## src/rtl/mips_pkg.sv

```systemverilog
// Shared MEM-stage definitions: FSM state encoding, watchdog default and
// the mask used to detect word-misaligned effective addresses.
package mips_pkg;

    typedef enum logic [1:0] {
        IDLE = 2'd0,
        BUSY = 2'd1,
        DONE = 2'd2
    } mem_state_t;

    localparam int unsigned TIMEOUT_DEFAULT = 255;
    localparam logic [31:0] WORD_ALIGN_MASK = 32'h0000_0003;

    function automatic logic is_word_aligned(input logic [31:0] addr);
        return (addr & WORD_ALIGN_MASK) == 32'h0;
    endfunction

endpackage

```

## src/rtl/mem_stage_if.sv

```systemverilog
// Data-memory bus between the MEM stage (master) and the data memory (slave).
interface mem_stage_if;
    import mips_pkg::*;

    logic        dmem_req;
    logic        dmem_we;
    logic [31:0] dmem_addr;
    logic [31:0] dmem_wdata;
    logic        dmem_ack;
    logic [31:0] dmem_rdata;

    modport master (
        output dmem_req, dmem_we, dmem_addr, dmem_wdata,
        input  dmem_ack, dmem_rdata
    );

    modport slave (
        input  dmem_req, dmem_we, dmem_addr, dmem_wdata,
        output dmem_ack, dmem_rdata
    );

endinterface

```

## src/rtl/mem_stage.sv

```systemverilog
// MEM pipeline stage: issues one data-bus transfer per load/store, stalls the
// front of the pipeline until ack or watchdog abort, then hands results to MEM/WB.
module mem_stage
    import mips_pkg::*;
#(
    parameter int unsigned TIMEOUT = TIMEOUT_DEFAULT
) (
    input  logic               clk,
    input  logic               nrst,

    input  logic [31:0]        i_ALUOut,
    input  logic [31:0]        i_RTData,
    input  logic               i_MemRead,
    input  logic               i_MemWrite,
    input  logic               i_Mem2Reg,
    input  logic               i_RegWrite,
    input  logic [4:0]         i_RegAddrW,
    input  logic               i_Overflow,

    mem_stage_if.master        dmem,

    output logic               o_stall,
    output logic               o_RegWrite,
    output logic               o_Mem2Reg,
    output logic [4:0]         o_RegAddrW,
    output logic [31:0]        o_ALUOut,
    output logic [31:0]        o_MemData,
    output logic               o_AddrErr,
    output logic               o_BusErr
);

    localparam logic [7:0] TIMEOUT_LAST = 8'(TIMEOUT - 1);

    mem_state_t  state_reg;
    logic [7:0]  cnt_reg;
    logic [31:0] addr_reg;
    logic [31:0] wdata_reg;
    logic        we_reg;
    logic [31:0] memdata_reg;
    logic        buserr_reg;

    logic        mem_access;
    logic        misaligned;
    logic        valid_access;

    assign mem_access   = i_MemRead | i_MemWrite;
    assign misaligned   = mem_access & ~is_word_aligned(i_ALUOut);
    assign valid_access = mem_access & ~i_Overflow & is_word_aligned(i_ALUOut);

    always_ff @(posedge clk or negedge nrst) begin
        if (!nrst) begin
            state_reg   <= IDLE;
            cnt_reg     <= '0;
            addr_reg    <= '0;
            wdata_reg   <= '0;
            we_reg      <= 1'b0;
            memdata_reg <= '0;
            buserr_reg  <= 1'b0;
        end else begin
            case (state_reg)
                IDLE: begin
                    if (valid_access) begin
                        state_reg <= BUSY;
                        addr_reg  <= i_ALUOut;
                        wdata_reg <= i_RTData;
                        we_reg    <= i_MemWrite;
                        cnt_reg   <= '0;
                    end
                end
                BUSY: begin
                    // An ack landing on the timeout cycle still completes normally.
                    if (dmem.dmem_ack) begin
                        state_reg  <= DONE;
                        buserr_reg <= 1'b0;
                        if (!we_reg) begin
                            memdata_reg <= dmem.dmem_rdata;
                        end
                    end else if (cnt_reg == TIMEOUT_LAST) begin
                        state_reg   <= DONE;
                        buserr_reg  <= 1'b1;
                        memdata_reg <= '0;
                    end else begin
                        cnt_reg <= cnt_reg + 8'd1;
                    end
                end
                DONE: begin
                    state_reg <= IDLE;
                end
                default: begin
                    state_reg <= IDLE;
                end
            endcase
        end
    end

    // Request follows state only, so an asynchronous reset drops it at once.
    assign dmem.dmem_req   = (state_reg == BUSY);
    assign dmem.dmem_we    = we_reg & (state_reg == BUSY);
    assign dmem.dmem_addr  = addr_reg;
    assign dmem.dmem_wdata = wdata_reg;

    assign o_stall    = nrst & (((state_reg == IDLE) & valid_access) | (state_reg == BUSY));
    assign o_BusErr   = buserr_reg & (state_reg == DONE);
    assign o_AddrErr  = misaligned;
    assign o_MemData  = memdata_reg;
    assign o_ALUOut   = i_ALUOut;
    assign o_Mem2Reg  = i_Mem2Reg;
    assign o_RegAddrW = i_RegAddrW;
    assign o_RegWrite = i_RegWrite & ~i_Overflow & ~misaligned & ~(o_BusErr & i_MemRead);

endmodule

```

## src/flat_wrapper.sv

```systemverilog
// flat-port wrapper written by rule: the top's interface ports become plain ports
module mem_stage_flat import mips_pkg::*;
#(
    parameter int unsigned TIMEOUT = TIMEOUT_DEFAULT
)
  (clk, nrst, i_ALUOut, i_RTData, i_MemRead, i_MemWrite, i_Mem2Reg, i_RegWrite, i_RegAddrW, i_Overflow, o_stall, o_RegWrite, o_Mem2Reg, o_RegAddrW, o_ALUOut, o_MemData, o_AddrErr, o_BusErr, dmem_dmem_req, dmem_dmem_we, dmem_dmem_addr, dmem_dmem_wdata, dmem_dmem_ack, dmem_dmem_rdata);
  mem_stage_if dmem_i ();
  input  logic clk;
  input  logic nrst;
  input  logic [31:0] i_ALUOut;
  input  logic [31:0] i_RTData;
  input  logic i_MemRead;
  input  logic i_MemWrite;
  input  logic i_Mem2Reg;
  input  logic i_RegWrite;
  input  logic [4:0] i_RegAddrW;
  input  logic i_Overflow;
  output logic o_stall;
  output logic o_RegWrite;
  output logic o_Mem2Reg;
  output logic [4:0] o_RegAddrW;
  output logic [31:0] o_ALUOut;
  output logic [31:0] o_MemData;
  output logic o_AddrErr;
  output logic o_BusErr;
  output wire logic [$bits(dmem_i.dmem_req)-1:0] dmem_dmem_req;
  output wire logic [$bits(dmem_i.dmem_we)-1:0] dmem_dmem_we;
  output wire logic [$bits(dmem_i.dmem_addr)-1:0] dmem_dmem_addr;
  output wire logic [$bits(dmem_i.dmem_wdata)-1:0] dmem_dmem_wdata;
  input wire logic [$bits(dmem_i.dmem_ack)-1:0] dmem_dmem_ack;
  input wire logic [$bits(dmem_i.dmem_rdata)-1:0] dmem_dmem_rdata;
  assign dmem_dmem_req = dmem_i.dmem_req;
  assign dmem_dmem_we = dmem_i.dmem_we;
  assign dmem_dmem_addr = dmem_i.dmem_addr;
  assign dmem_dmem_wdata = dmem_i.dmem_wdata;
  assign dmem_i.dmem_ack = dmem_dmem_ack;
  assign dmem_i.dmem_rdata = dmem_dmem_rdata;
  mem_stage #(.TIMEOUT(TIMEOUT)) u_core (.clk(clk), .nrst(nrst), .i_ALUOut(i_ALUOut), .i_RTData(i_RTData), .i_MemRead(i_MemRead), .i_MemWrite(i_MemWrite), .i_Mem2Reg(i_Mem2Reg), .i_RegWrite(i_RegWrite), .i_RegAddrW(i_RegAddrW), .i_Overflow(i_Overflow), .dmem(dmem_i), .o_stall(o_stall), .o_RegWrite(o_RegWrite), .o_Mem2Reg(o_Mem2Reg), .o_RegAddrW(o_RegAddrW), .o_ALUOut(o_ALUOut), .o_MemData(o_MemData), .o_AddrErr(o_AddrErr), .o_BusErr(o_BusErr));
endmodule
```

## config.mk

```make
export PLATFORM = sky130hd
export DESIGN_NAME = mem_stage_flat
export DESIGN_NICKNAME = d
export VERILOG_FILES = /design/src/rtl/mips_pkg.sv /design/src/rtl/mem_stage_if.sv /design/src/rtl/mem_stage.sv /design/src/flat_wrapper.sv
export SDC_FILE = /design/constraint.sdc
export NUM_CORES = 1
export LEC_CHECK = 0
export ABC_AREA = 1
export BUFFER_PORTS_ARGS = -buffer_cell sky130_fd_sc_hd__buf_4
export CAP_MARGIN = 15
export CORE_MARGIN = 2
export CORE_UTILIZATION = 35
export DETAILED_ROUTE_END_ITERATION = 10
export PLACE_DENSITY = 0.76
export RECOVER_POWER = 25
export SETUP_SLACK_MARGIN = 0.3
export SYNTH_ARGS = -nofsm -noshare
export SYNTH_HDL_FRONTEND = slang
export SYNTH_SLANG_ARGS = --single-unit
```

## constraint.sdc

```tcl
create_clock -name clk -period 1.8 [get_ports clk]
set_clock_uncertainty 0.05 [all_clocks]
set_input_delay 0.18 -clock clk [delete_from_list [all_inputs] [get_ports clk]]
set_output_delay 0.18 -clock clk [all_outputs]
set_load 0.005 [all_outputs]
```

==> results by group, run 1 <==
STA
  – Final setup violating endpoints: 0
  – Slack of the critical path: 0.177 ns
  – Slew HR: 39.6%
  – Worst Max-Slew Pin Slew: 0.903 ns
  – Setup repair after global routing missed its margin: true
  – Post-Route Setup TNS: 0 ns
  – Final critical-path required period: 1.62 ns
  – Final worst hold slack: 0.0183 ns
  – Fraction of the cycle the final worst path needs: 90.2%
  – Pins over their slew limit: 0
  – Count of endpoints failing hold in the final timing report: 0
  – Maximum operating frequency: 0.616 GHz

Layout
  – Post-layout util: 59.8%
  – Post-route non-filler standard cell count: 1008
  – Fin area: 0.00788 mm²
  – Post-layout net count: 939
  – Number of inserted diodes: 0
  – Layout cells sized above 1: 42.3%
  – Area delta synth->final: 66.9%

Synth
  – Count of yosys warnings during synthesis: 0
  – Synthesis-stage register bit count: 108
  – Sequential fraction of the synthesis area: 57.2%
  – Gate count after technology mapping: 554
  – Yosys cell types: 25
  – Cell types with the largest area share after synthesis: sky130_fd_sc_hd__dfrtp_1, sky130_fd_sc_hd__nand2_1, sky130_fd_sc_hd__buf_4
  – Syn_nets: 665
  – Post-Synthesis Cell Area: 0.00472 mm²
  – Most area-hungry cell type in the Yosys netlist: sky130_fd_sc_hd__dfrtp_1
  – Area share of the leading cell type in the synthesized netlist: 57.2%
  – Average cell area after synthesis: 8.53 µm²

Clock network
  – Clock Sink Count: 108
  – Number of buffers between clock root and the deepest sink: 2
  – Latest clock arrival within the worst-skew pair: 0.35 ns
  – Clock input transition at the sequential cells of the worst setup and hold paths: 0.07 ns
  – Number of buffers added by the clock tree synthesis step: 9
  – Cell at the root of the clock tree: sky130_fd_sc_hd__clkbuf_16
  – Max H-tree Level: 3
  – Clock tree from TritonCTS: done

Floorplan
  – Die area: 0.0144 mm²
  – Number of primary I/O pins: 249
  – Number of rows created at floorplan: 42
  – Placeable core area: 0.0132 mm²
  – Width of the chip: 120 µm
  – Effective utilization at floorplan: 35.8%
  – Y dimension of the die: 120 µm

Routing
  – Routed length per placed instance: 15.8 µm
  – Ratio of routed vias to standard cells: 4.72
  – DRC violation total after the first TritonRoute iteration: 273
  – Final routed wirelength across all metal layers: 15900 µm
  – Number of design rule violations left after detail routing: 0
  – Detailed Routing Iterations Pass 1: 5
  – Vias post-DR: 4755
  – Final antenna-violating net count: 0

Power
  – Power density over cell area: 1020 mW/mm²
  – Leakage power total: 4.20 nW
  – Final Total Pwr: 8.06 mW
  – Worst vdd rail ir drop: 0.514 mV

Global routing
  – Number of global-route vias before repair: 4607
  – Antenna violations before repair: 0
  – Largest net degree at the start of global routing: 90
  – Global-route wire length before repair: 23700 µm
  – Leftover overflow at the end of global routing: 0
  – Total routing usage reported by global routing: 20.9%

Placed design
  – Placed Area: 0.00643 mm²
  – Number of buffer cells added on primary ports: 236
  – Half-perimeter wire length of the detailed placement result: 9330 µm
  – Pre-CTS setup slack: 0.168 ns
  – Number of cells after detailed placement: 911
  – Routability-driven placement congestion ratio: 0.747

Worst setup path
  – Critical path type: register to output port
  – Type of element launching the critical path: register
  – Top cell family by delay on the critical path: flip-flops
  – CP arrival: 1.39 ns
  – Critical path peak fanout: 3
  – Type of destination of the critical path: output port
  – CP Data Required Time: 1.57 ns
  – Worst-path cell with the longest stage delay: sky130_fd_sc_hd__dfrtp_2
  – Critical-path cell list: nor3_2 > nand2_2 > buf_12 > a21boi_2 > buf_4
  – Count of buffer and inverter cells on the critical path: 2
  – Biggest cell delay along the critical path: 0.45 ns

Flow run
  – Number of max-capacitance violations reported: 0

Worst hold path
  – Path type of the worst min-delay path: input pin to register

Outcome
  – Result of the run: completed
where the power goes:
part / internal (mW) / switching (mW)
sequential: 3.06 / 0.490
combinational: 1.53 / 1.11
clock: 0.945 / 0.930
total: 5.53 / 2.53
layer usage:
| metal | GRT usage, % | vias up | part of all wire, % |
|---|---|---|---|
| met5 | 0 | - | 0 |
| met4 | 9.93 | 0 | 3.1 |
| met3 | 5.52 | 33 | 9.0 |
| met2 | 33.9 | 268 | 48 |
| met1 | 25.9 | 2215 | 40 |
| li1 | - | 2239 | - |
worst min-delay path: cells and delay by family:
family,cells,cell delay [ns]
buffers and inverters,1,0.10
AND/OR/NAND/NOR,2,0.10
Yosys cell counts:
cell type                  instances
sky130_fd_sc_hd__dfrtp_1         108
sky130_fd_sc_hd__inv_2             2
sky130_fd_sc_hd__nor2_1           17
sky130_fd_sc_hd__o21ai_1           1
sky130_fd_sc_hd__ha_1              2
sky130_fd_sc_hd__clkinv_1          1
sky130_fd_sc_hd__or2_2             1
sky130_fd_sc_hd__nand3_2           1
sky130_fd_sc_hd__clkbuf_1         11
sky130_fd_sc_hd__nor2b_1           1
sky130_fd_sc_hd__nor3_1            3
sky130_fd_sc_hd__a211oi_1          1
sky130_fd_sc_hd__nand2_1         278
sky130_fd_sc_hd__inv_1            14
sky130_fd_sc_hd__buf_4            44
sky130_fd_sc_hd__a21boi_0          1
sky130_fd_sc_hd__nand2_2           4
sky130_fd_sc_hd__nand3_1          13
sky130_fd_sc_hd__buf_6             1
sky130_fd_sc_hd__buf_2            10
sky130_fd_sc_hd__a21oi_1           4
sky130_fd_sc_hd__nor2_2            1
sky130_fd_sc_hd__o21ai_0           2
sky130_fd_sc_hd__a21o_1            1
sky130_fd_sc_hd__nand4_1          32
final cells by class:
| class | instances | area, µm² |
|---|---|---|
| clock buffers | 9 | 225 |
| clock inverters | 6 | 47.5 |
| fillers | 1069 | 5310 |
| inverters | 17 | 70.1 |
| multi-input cells | 363 | 1800 |
| flip-flops and latches | 108 | 2700 |
| well taps | 176 | 220 |
| repair buffers | 329 | 2810 |
cell families after synthesis:
family,share of synthesized area (%)
AOI/OAI and AO/OA,1.22
adders and majority gates,0.530
and+or+nand+nor,30.5
DFF,57.2
buffers and inverters,10.5
final timing paths:
kind | slack [ns] | to | startpoint | depth (start not counted)
setup / recovery | 0.18 | o_stall | u_core.state_reg[0]$_DFFE_PN0P_ | 5
hold / removal | 0.02 | u_core.dmem.dmem_addr[4]$_DFFE_PN0P_ | i_ALUOut[4] | 3
setup reg to reg | 0.19 | u_core.o_MemData[28]$_DFFE_PN0P_ | u_core.cnt_reg[0]$_DFFE_PN0P_ | 11
hold reg to reg | 0.43 | u_core.dmem.dmem_wdata[13]$_DFFE_PN0P_ | u_core.dmem.dmem_wdata[13]$_DFFE_PN0P_ | 2
max in group asynchronous | 0.59 | u_core.o_MemData[5]$_DFFE_PN0P_ | nrst | 2
min in group asynchronous | 0.55 | u_core.o_MemData[6]$_DFFE_PN0P_ | nrst | 3
cell usage in the layout, fill, tap and decap left out, drive strengths merged, types with 2 or more instances in the layout:
cell | Yosys | layout
nor3 | 3 | 3
nand2 | 282 | 282
dlygate4sd3 | 0 | 63
a21oi | 4 | 4
inv | 16 | 18
clkinv | 1 | 4
o21ai | 3 | 3
buf | 55 | 260
nand3 | 14 | 14
nand4 | 32 | 32
dfrtp | 108 | 108
clkbuf | 11 | 15
nor2 | 18 | 18
ha | 2 | 2
repair_timing:
action	4_1_cts	5_1_grt
setup endpoints to repair	45	93
pin swaps	7	4
gates resized for setup	20	82
hold buffers	63	0
gates cloned	2	2
hold endpoints to repair	80	0
buffers inserted	10	5
Note: power is estimated with default switching activity, not from simulation.
==> run 2: changes to the inputs <==
Settings changed: CELL_PAD_IN_SITES_DETAIL_PLACEMENT set to 0, CELL_PAD_IN_SITES_GLOBAL_PLACEMENT set to 1, CORE_UTILIZATION 35 to 32, CTS_CLUSTER_DIAMETER set to 50, PLACE_DENSITY 0.76 to 0.92.
==> run 2 against run 1 <==
Global-route usage is 2.2 points lower. Routed wire length is 6.5% lower. Clock power about the same. Via count is 2.8% lower. Sequential share of layout area is 1.9 points higher. Worst hold slack hardly changed. Final cell count is 0.79% lower. Core utilization is 8.2 points lower. Flip-flop and latch count is the same. Total power shrank 5.0%. Critical endpoint is now dmem_dmem_req. Highest routed layer unchanged.
==> results by group, run 2 (synthesized netlist as in run 1, its figures left out) <==
Outcome
  – Result of the run: completed

STA
  – Worst Max-Slew Pin Slew: 1.02 ns
  – Slew HR: 32.2%
  – Pins over their slew limit: 0
  – Maximum operating frequency: 0.649 GHz
  – Setup repair after global routing missed its margin: true
  – Post-Route Setup TNS: 0 ns
  – Final worst hold slack: 0.0185 ns
  – Final setup violating endpoints: 0
  – Fraction of the cycle the final worst path needs: 85.5%
  – Final critical-path required period: 1.54 ns
  – Count of endpoints failing hold in the final timing report: 0

Routing
  – DRC violation total after the first TritonRoute iteration: 221
  – Final routed wirelength across all metal layers: 14900 µm
  – Final antenna-violating net count: 0
  – Detailed Routing Iterations Pass 1: 4
  – Routed length per placed instance: 14.9 µm
  – Ratio of routed vias to standard cells: 4.62
  – Vias post-DR: 4624
  – Number of design rule violations left after detail routing: 0

Worst setup path
  – Critical path type: register to output port
  – Capturing point of the worst reg2reg path: u_core.o_MemData[8]$_DFFE_PN0P_
  – CP arrival: 1.31 ns
  – Type of element launching the critical path: register
  – Critical path peak fanout: 11
  – Worst reg2reg path startpoint: u_core.cnt_reg[0]$_DFFE_PN0P_
  – Number of cells on the worst reg-to-reg path: 10
  – Reg2reg setup slack: 0.32 ns
  – CP Data Required Time: 1.57 ns
  – Type of destination of the critical path: output port

Placed design
  – Number of cells after detailed placement: 920
  – Half-perimeter wire length of the detailed placement result: 9360 µm
  – Routability-driven placement congestion ratio: 0.800
  – Number of buffer cells added on primary ports: 236

Global routing
  – Leftover overflow at the end of global routing: 0
  – Largest net degree at the start of global routing: 109
  – Total routing usage reported by global routing: 18.7%
  – Global-route wire length before repair: 23700 µm
  – Number of global-route vias before repair: 4585
  – Antenna violations before repair: 0

Layout
  – Most frequent cells in the layout: sky130_fd_sc_hd__nand2_1, sky130_fd_sc_hd__buf_4, sky130_fd_sc_hd__dfrtp_1
  – Most common library cell in the layout ignoring fill and taps: sky130_fd_sc_hd__nand2_1
  – Layout filler cell count: 1305
  – Number of inserted diodes: 0
  – Area delta synth->final: 57.9%
  – Post-layout net count: 923
  – Layout cells sized above 1: 34.9%
  – Post-route non-filler standard cell count: 1000

Floorplan
  – Number of rows created at floorplan: 44
  – Effective utilization at floorplan: 32.6%
  – Y dimension of the die: 125 µm
  – Number of primary I/O pins: 249
  – Width of the chip: 125 µm
  – Placeable core area: 0.0145 mm²
  – Die area: 0.0157 mm²

Clock network
  – Clock Sink Count: 108
  – Latest clock arrival within the worst-skew pair: 0.35 ns
  – Number of buffers between clock root and the deepest sink: 2
  – Cell at the root of the clock tree: sky130_fd_sc_hd__clkbuf_16
  – Clock input transition at the sequential cells of the worst setup and hold paths: 0.08 ns
  – Clock tree from TritonCTS: done
  – Max H-tree Level: 3
  – Number of buffers added by the clock tree synthesis step: 9

Worst hold path
  – Hold Crit Depth: 3
  – Path type of the worst min-delay path: input pin to register
  – Worst Hold Path EP: u_core.dmem.dmem_addr[2]$_DFFE_PN0P_
  – Hold_sp: i_ALUOut[2]

Flow run
  – Number of max-capacitance violations reported: 0

Power
  – Worst vdd rail ir drop: 0.637 mV
  – Leakage power total: 4.07 nW
  – Power density over cell area: 1030 mW/mm²
  – Final Total Pwr: 7.65 mW
[run 2: cell types whose count changed in the layout (fill, tap and decap cells not counted), sizes merged]
cell,before,now
buf,260,243
bufbuf,0,1
clkbuf,15,18
clkinv,4,6
clkinvlp,1,0
dlygate4sd3,63,60
inv,18,17
[run 2: stage by stage]
| step | cell area [µm²] | setup WS (ns) | util [%] |
|---|---|---|---|
| after CTS | 7400 | 0.223 | 51.1 |
| after global placement | 6430 | 0.202 | 44.4 |
| after global routing | 7460 | 0.139 | 51.5 |
| final | 7460 | 0.260 | 51.5 |
| after floorplan | 4720 | 0.367 | - |
| after detailed placement | 6430 | 0.197 | 44.4 |
[run 2: worst max path at each step]
stage | startpoint | to | slack, ns | depth (start not counted)
3_5_place_dp | i_ALUOut[1] | u_core.cnt_reg[3]$_DFFE_PN0P_ | 0.20 | 8
2_1_floorplan | u_core.cnt_reg[0]$_DFFE_PN0P_ | u_core.cnt_reg[3]$_DFFE_PN0P_ | 0.37 | 10
5_1_grt | nrst | u_core.state_reg[0]$_DFFE_PN0P_ | 0.14 | 3
4_1_cts | u_core.state_reg[0]$_DFFE_PN0P_ | o_stall | 0.22 | 4
3_3_place_gp | i_ALUOut[1] | u_core.dmem.dmem_wdata[16]$_DFFE_PN0P_ | 0.20 | 8
6_report | u_core.state_reg[1]$_DFFE_PN0P_ | dmem_dmem_req | 0.26 | 5
[run 2: what timing repair did]
action | in CTS | in global routing
hold endpoints to repair | 167 | 0
resized for setup | 11 | 11
cloned | 1 | 2
setup endpoints to repair | 52 | 104
pin swaps | 4 | 0
buffers inserted | 2 | 0
hold buffers | 60 | 0
[run 2: area by class of cell]
type	instances	area (µm²)	share of cell area [%]
Tap cell	184	230	3.09
Timing Repair Buffer	313	2620	35.1
Multi-Input combinational cell	363	1550	20.8
Sequential cell	108	2700	36.2
Clock buffer	9	225	3.02
Inverter	17	77.6	1.04
Clock inverter	6	51.3	0.688
[run 2: per-layer routing]
metal	GRT usage, %	wire length (µm)
met1	23.3	6180
met2	31.6	7280
met3	6.72	1310
met4	3.92	116
met5	0	0
[run 2: power breakdown]
group	total (mW)	switching (mW)	internal [mW]	leakage, nW
clock network	1.90	0.950	0.950	0.137
logic	2.32	0.993	1.33	2.55
registers	3.43	0.374	3.06	1.38
total	7.65	2.32	5.33	4.07
[run 2: critical path, cell delays in order, from the launching register on]
cell,delay (ns)
sky130_fd_sc_hd__dfrtp_1,0.40
sky130_fd_sc_hd__inv_2,0.09
sky130_fd_sc_hd__nand2_4,0.12
sky130_fd_sc_hd__inv_6,0.10
sky130_fd_sc_hd__buf_12,0.13
sky130_fd_sc_hd__buf_4,0.11
==> run 3: changes to the inputs <==
--- a/config.mk
+++ b/config.mk
@@ -7,3 +7,2 @@
 export LEC_CHECK = 0
-export ABC_AREA = 1
 export BUFFER_PORTS_ARGS = -buffer_cell sky130_fd_sc_hd__buf_4
@@ -13,6 +12,6 @@
 export CORE_MARGIN = 2
-export CORE_UTILIZATION = 32
+export CORE_UTILIZATION = 34
 export CTS_CLUSTER_DIAMETER = 50
 export DETAILED_ROUTE_END_ITERATION = 10
-export PLACE_DENSITY = 0.92
+export PLACE_DENSITY = 0.91
 export RECOVER_POWER = 25
--- a/constraint.sdc
+++ b/constraint.sdc
@@ -4,2 +4,2 @@
 set_output_delay 0.18 -clock clk [all_outputs]
-set_load 0.005 [all_outputs]
+set_load 0.05 [all_outputs]
==> run 3 against run 2 <==
Design area grew 0.99%. First-iteration DRC count shrank 46%. Die area shrank 7.7%. Routed wire length shrank 13%. Final cell count shrank 24%. Critical path depth is the same. Largest cell class unchanged. Core utilization grew 5.4 points. Combinational power grew 130%.
==> results by group, run 3 <==
Synth
  – Most used flip-flop cell after synthesis: sky130_fd_sc_hd__dfrtp_1
  – Yosys cell types: 43
  – Area share of the leading cell type in the synthesized netlist: 58.5%
  – Post-Synthesis Cell Area: 0.00462 mm²
  – Synthesis-stage register bit count: 108
  – Number of enable-type register cells in the synthesized netlist: 0
  – Most numerous cell in the Yosys netlist: sky130_fd_sc_hd__dfrtp_1
  – Count of yosys warnings during synthesis: 0
  – Gate count after technology mapping: 319
  – Sequential fraction of the synthesis area: 58.5%
  – Most area-hungry cell type in the Yosys netlist: sky130_fd_sc_hd__dfrtp_1
  – List of most frequent post-synthesis cells: sky130_fd_sc_hd__dfrtp_1, sky130_fd_sc_hd__mux2_2, sky130_fd_sc_hd__buf_4
  – Average cell area after synthesis: 14.5 µm²
  – Async set-or-reset flop fraction in the synthesized netlist: 100%
  – Syn_nets: 430
  – Cell types with the largest area share after synthesis: sky130_fd_sc_hd__dfrtp_1, sky130_fd_sc_hd__mux2_2, sky130_fd_sc_hd__buf_4

Global routing
  – Total routing usage reported by global routing: 16.7%
  – Antenna violations before repair: 0
  – Global-route wire length before repair: 19100 µm
  – Leftover overflow at the end of global routing: 0
  – Largest net degree at the start of global routing: 109
  – Number of global-route vias before repair: 3721

Power
  – Share of power burned in registers: 33.0%
  – Internal Power: 6.35 mW
  – Worst vdd rail ir drop: 0.590 mV
  – Switching power total: 4.72 mW
  – Final Total Pwr: 11.1 mW
  – Share of total power consumed by net switching: 42.7%
  – Clock share of power: 19.7%
  – Leakage power total: 3.73 nW
  – Combinational power share: 47.4%
  – Power density over cell area: 1470 mW/mm²

Worst setup path
  – Critical path origin: u_core.state_reg[1]$_DFFE_PN0P_
  – Capturing point of the worst reg2reg path: u_core.cnt_reg[6]$_DFFE_PN0P_
  – Reg2reg setup slack: 0.04 ns
  – Count of buffer and inverter cells on the critical path: 3
  – CP arrival: 1.55 ns
  – Critical-path cell list: buf_4 > nand2b_4 > buf_6 > a21boi_4 > buf_8
  – Biggest cell delay along the critical path: 0.43 ns
  – Number of cells on the worst reg-to-reg path: 8
  – CP Data Required Time: 1.57 ns
  – Top cell family by delay on the critical path: buffers and inverters
  – Critical path peak fanout: 7
  – Worst-path cell with the longest stage delay: sky130_fd_sc_hd__dfrtp_2
  – Worst reg2reg path startpoint: u_core.state_reg[1]$_DFFE_PN0P_
  – Type of element launching the critical path: register
  – Critical path type: register to output port
  – Type of destination of the critical path: output port

Worst hold path
  – Worst Hold Path EP: u_core.o_MemData[3]$_DFFE_PN0P_
  – Hold_sp: dmem_dmem_rdata[3]
  – Hold Crit Depth: 2
  – Path type of the worst min-delay path: input pin to register

Placed design
  – Routability-driven placement congestion ratio: 0.823
  – Number of buffer cells added on primary ports: 236
  – Half-perimeter wire length of the detailed placement result: 8190 µm
  – Number of cells after detailed placement: 686

STA
  – Count of endpoints failing hold in the final timing report: 0
  – Maximum operating frequency: 0.562 GHz
  – Final setup violating endpoints: 0
  – Worst Max-Slew Pin Slew: 1.01 ns
  – Slew HR: 33.0%
  – Setup repair after global routing missed its margin: true
  – Fraction of the cycle the final worst path needs: 98.8%
  – Pins over their slew limit: 0
  – Final critical-path required period: 1.78 ns

Layout
  – Layout filler cell count: 1119
  – Area occupied by registers: 0.00271 mm²
  – Layout cells sized above 1: 62.8%
  – Post-route non-filler standard cell count: 757
  – Area taken by multi-input logic gates: 0.00179 mm²
  – Most frequent cells in the layout: sky130_fd_sc_hd__buf_4, sky130_fd_sc_hd__dfrtp_1, sky130_fd_sc_hd__mux2_2
  – Post-layout net count: 687
  – Most common library cell in the layout ignoring fill and taps: sky130_fd_sc_hd__buf_4
  – Number of inserted diodes: 0
  – Post-layout util: 56.9%
  – Area delta synth->final: 63.2%

Floorplan
  – Number of rows created at floorplan: 42
  – Die area: 0.0145 mm²
  – Number of primary I/O pins: 249
  – Placeable core area: 0.0132 mm²
  – Effective utilization at floorplan: 34.9%
  – Width of the chip: 121 µm
  – Y dimension of the die: 121 µm

Clock network
  – Clock tree from TritonCTS: done
  – Number of buffers added by the clock tree synthesis step: 9
  – Cell at the root of the clock tree: sky130_fd_sc_hd__clkbuf_16
  – Clock Sink Count: 108
  – Max H-tree Level: 3
  – Clock input transition at the sequential cells of the worst setup and hold paths: 0.07 ns
  – Latest clock arrival within the worst-skew pair: 0.35 ns
  – Number of buffers between clock root and the deepest sink: 2

Routing
  – Ratio of routed vias to standard cells: 4.73
  – Vias post-DR: 3577
  – Routed length per placed instance: 17.2 µm
  – DRC violation total after the first TritonRoute iteration: 119
  – Detailed Routing Iterations Pass 1: 4
  – Number of design rule violations left after detail routing: 0
  – Final routed wirelength across all metal layers: 13000 µm
  – Final antenna-violating net count: 0

Flow run
  – Number of max-capacitance violations reported: 0

Outcome
  – Result of the run: completed
run 3: changes by cell type after synthesis, sizes merged, moves of 2 or more:
cell	delta
a21boi	+2
o21a	+2
nand3	-7
nand2b	+2
nand2	-278
buf	-3
nor2	-9
nand4	-31
clkbuf	-11
mux2	+63
a22o	+32
inv	-11
and2	+4
run 3: area by class of cell:
cell class              count  area share, %
clock buffers              10           3.17
clock inverters             6           1.25
inverters                   5          0.349
multi-input cells         154           23.7
flip-flops and latches    108           35.9
well taps                 176           2.92
repair buffers            298           32.7
run 3: cells by family after synthesis:
kind of cell,after synthesis,share of synthesized area [%]
AOI/OAI and AO/OA,53,10.4
and+or+nand+nor,36,5.15
buffers and inverters,57,9.81
DFF,108,58.5
muxes,63,15.5
adders and majority gates,2,0.542
run 3: how the worst max path moves through the flow:
| stage | to | depth (start not counted) |
|---|---|---|
| 2_1_floorplan | o_RegWrite | 3 |
| 3_3_place_gp | u_core.cnt_reg[7]$_DFFE_PN0P_ | 7 |
| 3_5_place_dp | u_core.o_MemData[7]$_DFFE_PN0P_ | 7 |
| 4_1_cts | o_stall | 5 |
| 5_1_grt | o_stall | 5 |
| 6_report | o_stall | 5 |
run 3: metrics by stage:
| step | hold WS, ns | instance area, µm² | setup WS (ns) | TNS (ns) |
|---|---|---|---|---|
| 3_3_place_gp | 0.273 | 6340 | 0.218 | 0 |
| 5_1_grt | -0.000205 | 7530 | -0.0550 | -0.863 |
| 3_5_place_dp | 0.280 | 6340 | 0.178 | 0 |
| 4_1_cts | 0.000377 | 7240 | 0.000590 | 0 |
| 6_report | 0.00586 | 7530 | 0.0211 | 0 |
| 2_1_floorplan | -0.166 | 4670 | 0.227 | 0 |
run 3: metal layers:
| layer | share of wire (%) | vias to the layer above | global-route usage, % |
|---|---|---|---|
| li1 | - | 1622 | - |
| met1 | 39 | 1768 | 20.8 |
| met2 | 52 | 164 | 28.2 |
| met3 | 7.1 | 23 | 4.34 |
| met4 | 1.9 | 0 | 6.03 |
| met5 | 0 | - | 0 |
run 3: timing repair:
action	CTS	global route
resized for setup	29	40
pin swaps	7	2
gates cloned	6	1
hold buffers	17	13
buffers inserted	14	4
setup endpoints to repair	93	111
endpoints found under the hold margin	124	13
run 3: power groups by stage:
stage	clock, mW	combinational, mW	sequential, mW
after detailed placement	0	4.89	3.63
after global routing	2.33	5.42	3.74
after floorplan	0	1.06	5.88
after CTS	2.24	5.05	3.60
after global placement	0	4.83	3.60
final	2.18	5.25	3.65
